==> src/rtl/regdecr_pipe_valrdy.sv <==
// regdecr_pipe_valrdy: elastic NSTAGES-deep registered decrementer, out_msg = in_msg - NSTAGES (mod 2^NBITS).
// Latency: NSTAGES cycles from input acceptance to out_val; one message per cycle while out_rdy stays high.
// Backpressure: a stage advances when it is empty or the stage ahead advances; bubbles collapse, in_rdy depends combinationally on out_rdy.
//
// Ports:
//   clk, reset           rising-edge clock, synchronous active-high reset
//   in_val/in_rdy/in_msg producer side handshake and data
//   out_val/out_rdy/out_msg consumer side handshake and data (registered)
//   occupancy            number of stages currently holding a valid message
module regdecr_pipe_valrdy #(
  parameter int NBITS   = 8,
  parameter int NSTAGES = 2
) (
  input  logic                         clk,
  input  logic                         reset,
  input  logic                         in_val,
  output logic                         in_rdy,
  input  logic [NBITS-1:0]             in_msg,
  output logic                         out_val,
  input  logic                         out_rdy,
  output logic [NBITS-1:0]             out_msg,
  output logic [$clog2(NSTAGES+1)-1:0] occupancy
);

  localparam int                OCCW = $clog2(NSTAGES + 1);
  localparam logic [NBITS-1:0]  ONE  = NBITS'(1);

  // Per-stage state.
  logic [NSTAGES-1:0] valid_q;
  logic [NBITS-1:0]   data_q [NSTAGES];

  // Advance enables and the message presented to each stage from upstream.
  logic [NSTAGES-1:0] go;
  logic [NSTAGES-1:0] up_valid;
  logic [NBITS-1:0]   up_data [NSTAGES];
  logic [OCCW-1:0]    occ_cnt;

  // A stage may load when it is empty or its occupant moves on this edge.
  // Walking from the output back to stage 0 with a running flag keeps the
  // chain free of self-referencing vector bits.
  always_comb begin
    logic room;
    go   = '0;
    room = out_rdy;
    for (int i = NSTAGES - 1; i >= 0; i--) begin
      room  = !valid_q[i] || room;
      go[i] = room;
    end
  end

  // Stage 0 is fed by the input port, every later stage by its predecessor.
  always_comb begin
    up_valid = '0;
    for (int i = 0; i < NSTAGES; i++) begin
      up_data[i] = '0;
    end
    up_valid[0] = in_val;
    up_data[0]  = in_msg;
    for (int i = 1; i < NSTAGES; i++) begin
      up_valid[i] = valid_q[i-1];
      up_data[i]  = data_q[i-1];
    end
  end

  // Each stage subtracts one as it captures. Data is only rewritten when a
  // valid message arrives, so a stage that empties keeps its old data.
  always_ff @(posedge clk) begin
    if (reset) begin
      valid_q <= '0;
      for (int i = 0; i < NSTAGES; i++) begin
        data_q[i] <= '0;
      end
    end else begin
      for (int i = 0; i < NSTAGES; i++) begin
        if (go[i]) begin
          valid_q[i] <= up_valid[i];
          if (up_valid[i]) begin
            data_q[i] <= up_data[i] - ONE;
          end
        end
      end
    end
  end

  // Occupancy is a population count of the stage valid registers.
  always_comb begin
    occ_cnt = '0;
    for (int i = 0; i < NSTAGES; i++) begin
      occ_cnt = occ_cnt + OCCW'(valid_q[i]);
    end
  end

  assign in_rdy    = go[0] && !reset;
  assign out_val   = valid_q[NSTAGES-1];
  assign out_msg   = data_q[NSTAGES-1];
  assign occupancy = occ_cnt;

  // A stalled output must hold its message until it is taken.
  a_stall_hold : assert property (@(posedge clk)
    (out_val && !out_rdy && !reset) |=> (out_val && $stable(out_msg)));

endmodule

==> config.mk <==
export PLATFORM = sky130hd
export DESIGN_NAME = regdecr_pipe_valrdy
export DESIGN_NICKNAME = d
export VERILOG_FILES = /design/src/rtl/regdecr_pipe_valrdy.sv
export SDC_FILE = /design/constraint.sdc
export NUM_CORES = 1
export LEC_CHECK = 0
export BUFFER_PORTS_ARGS = -buffer_cell sky130_fd_sc_hd__buf_2
export CELL_PAD_IN_SITES_DETAIL_PLACEMENT = 2
export CELL_PAD_IN_SITES_GLOBAL_PLACEMENT = 2
export CORE_UTILIZATION = 34
export DETAILED_ROUTE_END_ITERATION = 7
export PLACE_DENSITY = 0.82
export SLEW_MARGIN = 20
export SYNTH_ARGS = -nofsm -noshare
export SYNTH_HDL_FRONTEND = slang
export SYNTH_SLANG_ARGS = --single-unit
==> constraint.sdc <==
create_clock -name clk -period 3.5 [get_ports clk]
set_input_delay 0.875 -clock clk [delete_from_list [all_inputs] [get_ports clk]]
set_output_delay 0.875 -clock clk [all_outputs]
set_load 0.1 [all_outputs]
# --- Word level (Yosys, flattened, before mapping) ---
# Memories as Yosys holds them, arrays and structs flattened.
# Cells that the tools add are included.
classes:
  n_mux: 12
  bitwise: 2
  reduce_logical: 6
  n_addsub: 3
ops:
  columns: ["operator", "n"]
  rows:
  - ["8-bit two-way mux", 2]
  - ["8-bit by 1-bit subtractor with 8-bit output (second input constant)", 2]
  - ["1-bit two-way mux", 10]
  - ["1-bit zero test", 3]
  - ["1-bit by 1-bit adder with 2-bit output", 1]
  - ["1-bit logical OR", 2]
  - ["1-bit OR", 2]
  - ["1-bit logical AND", 1]
word_totals:
  input_bits: 12
  ff_bits: 2
  word_cells: 26
  output_inout_bits: 12
  mem_bits_rw: 16
  memories: 1
mem_list:
  columns: ["memory", "depth", "width", "rd", "rd_clocked_by_memory_dff", "wr", "line", "text"]
  rows:
  - ["data_q", 2, 8, 2, 0, 2, "30", "logic [NBITS-1:0] data_q [NSTAGES];"]

# --- Longest topological paths before layout ---
# Gate-level depths: netlist of run 1.
depth:
  ltp_word: 7
  mapped_depth: 5
  mapped_depth_nobuf: 5

# --- Worst setup path after synthesis of run 1 ---
# Ideal clock, no wire load.
synth_path:
  kind: "input -> output"
  startpoint: "in out_rdy"
  endpoint: "out in_rdy"
  required_ns: 2.625
  t_arrival_ns: 2.324
  path_stages: 2
  setup_slack_ns: 0.301
  path_buffers: 0
  path_cell_list: "and3b_1 > nor2_1"
synth_between:
  elab_chain_len: 3
synth_lines:
  columns: ["item", "line", "text"]
  rows:
  - ["from (decl)", "20", "input logic out_rdy,"]
  - ["1-bit logical OR (2 in a row)", "46", "room = !valid_q[i] || room;"]
  - ["1-bit logical AND", "93", "assign in_rdy = go[0] && !reset;"]
  - ["to (decl)", "17", "output logic in_rdy,"]
# Every way passes these cells.

# --- Worst setup path in the final report of run 1 ---
# Same ends and word-level chain as after synthesis.

==> impl_metrics.toml, run 1 <==
[status]
run_status = "complete, no violations"

[power_and_ir_drop]
power_density_mw_per_mm2 = 491.0
peakVddDrop_mv = 0.1953
p_leak_nw = 0.4515

[routing]
route.detailed.drc = 0
wirelength_um = 2110
drt_iter0_drc = 3
antenna_left = 0
vias = 708
wl_per_cell_um = 15.40
via_per_inst = 5.168
first_pass_iters = 3

[worst_setup_path]
crit_path_end_kind = "primary output"
start_kind = "input port"
r2r-start = "data_q[0][0]"
reg2regPathDepth = 5
rrSetupSlack_ns = 1.54
rr_endpoint = "data_q[0][14]"
cp_max_fo = 4
cp_data_arrival_time_ns = 1.69
criticalPathCategory = "in2out"
required_ns = 2.62

[run]
maxCapViolCount = 0

[synth]
synth_compound_area_frac = 0.1250
ys_seq_elements = 18
synth_top_area_frac = 0.5000
ys_warn_count = 0
synthXorXnorAreaFrac = 0.02734
ys_seq_area_frac = 0.5417
synthMuxAreaShare = 0
syn-num-nets = 104
synthCells = 89
synth-simple-area-share = 0.1732
synth_top_family_by_area = "simple AND/OR/NAND/NOR gates"
synth.area.top_cells = "edfxtp_1 50%, buf_4 6.3%, nor2_1 5.1%, a21oi_1 4.7%, dfxtp_1 4.2%"
ys_types = 25
synthAdderAreaFrac = 0.03906
synth_top_cell_by_area = "edfxtp_1"
synth.avg_cell_area_um2 = 10.80
synth.cell_area_um2 = 960.9

[clock_network]
clockBufferDepth = 2
numCtsBuffers = 3
clk_latency_ns = 0.29
ctsResizeCount = 0
h-tree-depth = 1
cts_tree = "built"
clk_pin_slew_ns = 0.10
numClockSinks = 18
postCtsSetupBuffers = 0
cts_hold_buf = 0
cts_root_buffer = "clkbuf_4"

[floorplan]
io_pins = 24
placementRows = 18
die_h_um = 55.16
initial_core_util = 0.3743
die_x_um = 55.16
core_area_mm2 = 0.002567
die_area_mm2 = 0.003043

[placement]
numPortBuffers = 23
dp_hpwl_um = 1707
placed_area_mm2 = 0.001050
gp_congestion = 0.7572

[grt]
grt_max_degree = 17
grtUsageTotal = 0.1582
grt_pass1_vias = 694
antenna_found_initial = 0
grt_overflow_total = 0
grt_pass1_wl_um = 3201

[min_path]
hold_depth = 2
min_to = "valid_q[1]"
hold_class = "reg2reg"
min-delay-start = "valid_q[0]"

[cells_and_area]
area_delta_synth_final_pct = 11.98
mostFrequentLayoutCells = "23 x buf_2, 16 x edfxtp_1, 13 x nor2_1"
final_common_cell = "buf_2"
nets = 123
drive_gt1_frac = 0.2804
n_fill_cell = 293
fin_area_mm2 = 0.001076
n_antenna_cell = 0

[timing]
fin_tns_setup_ns = 0
rsz0062_at_grt = "false"
setup_viol = 0
relSlewSlack = 0.4552
max_freq_ghz = 0.3893
drv_slew = 0
worst_pin_slew_ns = 0.8155
layout_min_cycle_time_ns = 2.569
min_period_over_period = 0.7340
hold_violations = 0
clock-skew-final_ns = 0.002768
stage by stage:
step / total power, mW / setup WS, ns / std cells / hold WS (ns) / utilization
2_1_floorplan: 0.4051 / 0.3006 / 89 / 0.4818 / -
3_3_place_gp: 0.4189 / 0.9571 / 133 / 0.5207 / 0.4089
3_5_place_dp: 0.4284 / 0.9294 / 133 / 0.5950 / 0.4089
4_1_cts: 0.5311 / 0.9250 / 137 / 0.6096 / 0.4191
5_1_grt: 0.5490 / 0.8999 / 137 / 0.6430 / 0.4191
6_report: 0.5283 / 0.9310 / 137 / 0.6118 / 0.4191
flip-flops by register name, indices dropped and copies added, names as in the netlist:
register,flops
data_q,16
valid_q,2
critical path, cell delays in order:
cell	delay, ns
buf_2	0.10
and3b_1	0.21
nor2_1	0.08
buf_2	0.42
logic make-up (layout without fill, tap and decap cells):
group	count (synthesis)	count (layout)
AO/OA/AOI/OAI	20	20
XOR/XNOR	3	3
adder cells (fa/ha/maj)	3	3
buffers and inverters	16	34
flip-flops	18	18
AND/OR/NAND/NOR	29	29
how the worst max path moves through the flow:
stage,startpoint,endpoint,slack [ns],cells after the start
finish,out_rdy,in_rdy,0.93,4
detailed placement,out_rdy,in_rdy,0.93,4
CTS,out_rdy,in_rdy,0.92,4
global route,out_rdy,in_rdy,0.90,4
floorplan,out_rdy,in_rdy,0.30,2
global placement,out_rdy,in_rdy,0.96,4
cells in the mapped netlist:
| cell type | number |
|---|---|
| edfxtp_1 | 16 |
| nor2_1 | 13 |
| a21oi_1 | 9 |
| buf_4 | 8 |
| inv_1 | 7 |
| o21ai_0 | 4 |
| or3_1 | 4 |
| ha_1 | 3 |
| o31ai_1 | 3 |
| or4_1 | 3 |
| xnor2_1 | 3 |
| dfxtp_1 | 2 |
| o21bai_1 | 2 |
| a211o_1 | 1 |
| and3b_1 | 1 |
| clkbuf_1 | 1 |
| nand2_1 | 1 |
| nor2b_1 | 1 |
| nor3b_1 | 1 |
| o41ai_1 | 1 |
| or2_2 | 1 |
| or3_2 | 1 |
| or3b_2 | 1 |
| or4_4 | 1 |
| or4b_1 | 1 |
final cells by class:
cell class                      instances  area [um2]  area share
Sequential cell                        18       520.5      0.4837
Inverter                                7       26.28     0.02442
Timing Repair Buffer                   23       115.1      0.1070
Clock inverter                          1       3.754    0.003488
Tap cell                               30       37.54     0.03488
Multi-Input combinational cell         55       350.3      0.3256
Clock buffer                            3       22.52     0.02093
where the power goes:
part           internal (mW)  leakage, nW  total, mW  switching, mW
logic                 0.0325        0.247      0.155          0.122
registers              0.255        0.189      0.268         0.0124
clock network         0.0414       0.0154      0.106         0.0648
layer usage:
metal | track usage | up-vias | wire [um]
met3 | 0.02459 | 2 | 54
li1 | - | 351 | -
met5 | 0 | - | 0
met1 | 0.1669 | 339 | 872
met4 | 0.07500 | 0 | 27
met2 | 0.3012 | 16 | 1155
Power figures use the tool's default switching activity.
==> run 2, diff against run 1 <==
CORE_UTILIZATION = 29   (was 34)
PLACE_DENSITY = 0.74   (was 0.82)
clock period = 2.18 ns   (was 3.5 ns; I/O delays follow)
==> impl_metrics.toml, run 2 (synthesis gave the netlist of run 1 again) <==
[grt]
antenna_found_initial = 0
grt_pass1_vias = 757
grt_pass1_wl_um = 3236
grt_max_degree = 17
grt_overflow_total = 0
grtUsageTotal = 0.1244

[timing]
rsz0062_at_grt = "false"
clock-skew-final_ns = 0.002457
hold_violations = 0
fin_tns_setup_ns = 0
relSlewSlack = 0.6543
setup_viol = 0
max_freq_ghz = 0.5238
layout_min_cycle_time_ns = 1.909
drv_slew = 0
worst_pin_slew_ns = 0.5186
min_period_over_period = 0.8757

[floorplan]
die_x_um = 59.57
placementRows = 20
die_area_mm2 = 0.003548
die_h_um = 59.57
core_area_mm2 = 0.003103
initial_core_util = 0.3097
io_pins = 24

[cells_and_area]
final_common_cell = "buf_2"
nets = 125
mostFrequentLayoutCells = "22 x buf_2, 16 x edfxtp_1, 12 x nor2_1"
n_antenna_cell = 0
top_register = "data_q"
n_fill_cell = 359
top_regs = "data_q x16, valid_q x2"
final_cells = 153
area_delta_synth_final_pct = 18.10
largest_reg_flops = 16
drive_gt1_frac = 0.3211

[power_and_ir_drop]
internal_power_uw = 534.8
switching_share = 0.3671
p_leak_nw = 0.4655
pwr-share-comb = 0.300
pwr-share-seq = 0.506
power_density_mw_per_mm2 = 744.5
clock_power_share = 0.194
p_sw_uw = 310.1
peakVddDrop_mv = 0.1496

[worst_setup_path]
criticalPathCategory = "reg2out"
rrSetupSlack_ns = 0.28
r2r-start = "data_q[0][0]"
crit_buf_inv = 1
worstPathCellList = "ha_2 -> buf_2"
rr_endpoint = "data_q[0][14]"
reg2regPathDepth = 5
cp_data_arrival_time_ns = 1.36
cp_max_fo = 4
start_kind = "register"
crit_path_end_kind = "primary output"
critPathTopFamily = "buffers and inverters"
required_ns = 1.63
slowest_delay_ns = 0.41
crit_path_top_delay_cell = "buf_2"

[clock_network]
postCtsSetupBuffers = 0
numClockSinks = 18
h-tree-depth = 1
cts_root_buffer = "clkbuf_4"
clk_latency_ns = 0.28
clk_pin_slew_ns = 0.10
cts_hold_buf = 0
ctsResizeCount = 0
numCtsBuffers = 3
clockBufferDepth = 2
cts_tree = "built"

[placement]
gp_congestion = 0.7229
numPortBuffers = 23
dp_hpwl_um = 1476
dpl.cell_count = 149

[min_path]
hold_depth = 3
hold_class = "in2reg"
min_to = "valid_q[0]"
min-delay-start = "in_val"

[routing]
antenna_left = 0
route.detailed.drc = 0
wirelength_um = 1861
drt_iter0_drc = 2
first_pass_iters = 2
vias = 715
via_per_inst = 4.673
wl_per_cell_um = 12.16

[status]
run_status = "complete, no violations"

[run]
maxCapViolCount = 0
run 2: metal layers:
metal,track usage,vias to the layer above,routed length (um)
met5,0,-,0
met4,0.06977,0,27
met3,0.02620,2,66
met2,0.2199,18,954
met1,0.1376,339,812
li1,-,356,-
run 2: power by group through the flow:
stage               Combinational [mW]  Clock (mW)  Sequential (mW)
floorplan                        0.215           0            0.438
global placement                 0.249           0            0.433
detailed placement               0.255           0            0.435
CTS                              0.256       0.178            0.428
global route                     0.268       0.187            0.432
finish                           0.254       0.164            0.427
run 2: worst max path at each step:
stage	from	cells past startpoint	to	slack, ns
3_3_place_gp	in_msg[5]	4	data_q[0][7]	0.29
4_1_cts	valid_q[0]	2	occupancy[0]	0.25
3_5_place_dp	in_msg[5]	4	data_q[0][7]	0.26
2_1_floorplan	valid_q[1]	1	occupancy[1]	0.36
6_report	valid_q[0]	2	occupancy[0]	0.27
5_1_grt	data_q[0][0]	5	data_q[0][14]	0.20
run 2: final cells by class:
cell class                      instances  area, um2  area share
Timing Repair Buffer                   25      145.1      0.1279
Multi-Input combinational cell         55      360.3      0.3175
Inverter                                7      26.28     0.02315
Tap cell                               44      55.05     0.04851
Clock inverter                          1      3.754    0.003308
Sequential cell                        18      521.8      0.4598
Clock buffer                            3      22.52     0.01985
run 2: stage by stage:
step | cell area (um2) | power [mW] | worst slack (ns) | util | hold WS [ns]
6_report | 1135 | 0.8449 | 0.2710 | 0.3657 | 0.4867
2_1_floorplan | 972.2 | 0.6529 | 0.3573 | - | 0.4802
3_5_place_dp | 1109 | 0.6909 | 0.2602 | 0.3573 | 0.5513
5_1_grt | 1135 | 0.8874 | 0.1955 | 0.3657 | 0.4911
3_3_place_gp | 1109 | 0.6822 | 0.2866 | 0.3573 | 0.4979
4_1_cts | 1135 | 0.8613 | 0.2476 | 0.3657 | 0.4682
run 2: tightest hold or removal path, cell delays in order:
cell,delay [ns]
buf_2,0.09
nor2_1,0.04
nor2_1,0.07
==> run 3, diff against run 2 <==
ABC_AREA = 1   (was default)
CORE_UTILIZATION = 28   (was 29)
PLACE_DENSITY = 0.75   (was 0.74)
TNS_END_PERCENT = 1   (was default)
==> impl_metrics.toml, run 3 <==
[status]
run_status = "complete, no violations"

[synth]
async_flop_share = 0
ys_warn_count = 0
synth_compound_area_frac = 0.07118
synth_top_cell_by_area = "edfxtp_1"
synthXorXnorAreaFrac = 0.008168
synth-simple-area-share = 0.2637
synthAdderAreaFrac = 0.03501
synthMuxAreaShare = 0
synthTopCellsByCount = "25 x nand2_1, 19 x nor2_1, 18 x inv_1, 16 x edfxtp_1"
synth.cell_area_mm2 = 0.001072
ys_seq_elements = 18
ys_types = 21
synth_top_area_frac = 0.4481
synthCells = 126
synth.area.top_cells = "edfxtp_1 45%, nand2_1 8.8%, nor2_1 6.7%, inv_1 6.3%, buf_4 5.6%"
yosysMostFrequentCell = "nand2_1"
syn-num-nets = 141
synth_top_family_by_area = "simple AND/OR/NAND/NOR gates"
synth_flop_cell = "edfxtp_1"
synth.avg_cell_area_um2 = 8.510
ys_seq_area_frac = 0.4854
synth_edf_count = 16

[placement]
gp_congestion = 0.7717
numPortBuffers = 23
pre_cts_ws_ns = 0.5068
dpl.cell_count = 188
dp_hpwl_um = 1840

[cells_and_area]
drive_gt1_frac = 0.2917
top_register = "data_q"
n_antenna_cell = 0
n_fill_cell = 435
final_cells = 192
largest_reg_flops = 16
final_common_cell = "nand2_1"
top_regs = "data_q x16, valid_q x2"
area_delta_synth_final_pct = 15.64
mostFrequentLayoutCells = "25 x nand2_1, 22 x buf_2, 19 x nor2_1"
fin_util = 0.3387
nets = 160

[worst_setup_path]
cp_data_arrival_time_ns = 1.33
reg2regPathDepth = 7
required_ns = 1.63
cp_max_fo = 4
start_kind = "register"
r2r-start = "data_q[0][0]"
criticalPathCategory = "reg2out"
rr_endpoint = "data_q[0][14]"
rrSetupSlack_ns = 0.83
crit_path_end_kind = "primary output"
crit_start = "valid_q[0]"

[clock_network]
h-tree-depth = 1
cts_tree = "built"
clockBufferDepth = 2
cts_hold_buf = 0
clk_pin_slew_ns = 0.06
ctsResizeCount = 0
numClockSinks = 18
cts_root_buffer = "clkbuf_8"
numCtsBuffers = 3
postCtsSetupBuffers = 0
clk_latency_ns = 0.26

[timing]
max_freq_ghz = 0.5323
relSlewSlack = 0.6771
min_period_over_period = 0.8617
layout_min_cycle_time_ns = 1.879
drv_slew = 0
rsz0062_at_grt = "false"
setup_viol = 0
clock-skew-final_ns = 0.004018
setup_slack_ns = 0.3015
hold_violations = 0
fin_tns_setup_ns = 0
worst_pin_slew_ns = 0.4877

[floorplan]
initial_core_util = 0.2929
die_h_um = 63.89
core_area_mm2 = 0.003661
die_area_mm2 = 0.004081
die_x_um = 63.89
io_pins = 24
placementRows = 22

[min_path]
hold_depth = 2
hold_class = "in2reg"
min-delay-start = "reset"
min_to = "valid_q[1]"

[routing]
wl_per_cell_um = 11.64
drt_iter0_drc = 27
wirelength_um = 2235
via_per_inst = 4.365
vias = 838
first_pass_iters = 3
route.detailed.drc = 0
antenna_left = 0

[grt]
grt_overflow_total = 0
grtUsageTotal = 0.1224
grt_pass1_vias = 856
grt_max_degree = 14
antenna_found_initial = 0
grt_pass1_wl_um = 3705

[power_and_ir_drop]
fin_total_pwr_uw = 949.0
power_density_mw_per_mm2 = 765.4
p_leak_nw = 0.5787
peakVddDrop_mv = 0.2118

[run]
maxCapViolCount = 0
==> run 3: cell types whose count changed after synthesis, moves of 4 or more <==
cell | previous run | this run
inv_1 | 7 | 18
nand2_1 | 1 | 25
nand3_1 | 0 | 7
nor2_1 | 13 | 19
nor2_2 | 0 | 4
or3_1 | 4 | 0
==> run 3: routing by layer <==
metal / vias up / wire length, um / GRT usage
met5: - / 0 / 0
met4: 0 / 67 / 0.08523
met3: 5 / 73 / 0.02321
met2: 21 / 1144 / 0.2168
met1: 383 / 950 / 0.1296
li1: 429 / - / -
==> run 3: power breakdown <==
part	switching [mW]	internal, mW	total, mW
clock	0.110	0.130	0.240
sequential	0.0148	0.410	0.425
combinational	0.228	0.0563	0.284
==> run 3: worst max-delay path, cell delays in order, from the launching register on <==
cell and delay, ns:
dfxtp_1 0.35, ha_2 0.32, buf_2 0.41
==> run 3: stage by stage <==
step | hold WS (ns) | cell area [um2]
6_report | 0.4754 | 1240
5_1_grt | 0.4776 | 1240
4_1_cts | 0.4730 | 1240
3_5_place_dp | 0.5243 | 1195
3_3_place_gp | 0.5069 | 1195
2_1_floorplan | 0.4904 | 1076
==> run 3: how the worst max path moves through the flow <==
stage	cells after the start	to	slack, ns
after floorplan	1	occupancy[1]	0.34
final	2	occupancy[0]	0.30
after global placement	6	in_rdy	0.54
after global routing	2	occupancy[0]	0.26
after detailed placement	6	in_rdy	0.51
after CTS	2	occupancy[0]	0.29
==> run 3: kinds of logic (layout without fill, tap and decap cells) <==
family	Yosys count	after routing
adder cells (fa/ha/maj)	3	3
XOR/XNOR	1	1
flip-flops	18	18
AO/OA/AOI/OAI	13	13
buffers and inverters	29	47
AND/OR/NAND/NOR	62	62
==> run 3: cell type report <==
| class | instances | area (um2) | share of cell area |
|---|---|---|---|
| multi-input combinational | 79 | 407.9 | 0.3290 |
| clock buffer | 4 | 45.04 | 0.03633 |
| sequential | 18 | 521.8 | 0.4208 |
| inverter | 20 | 75.07 | 0.06054 |
| tap | 48 | 60.06 | 0.04844 |
| timing repair buffer | 23 | 130.1 | 0.1049 |
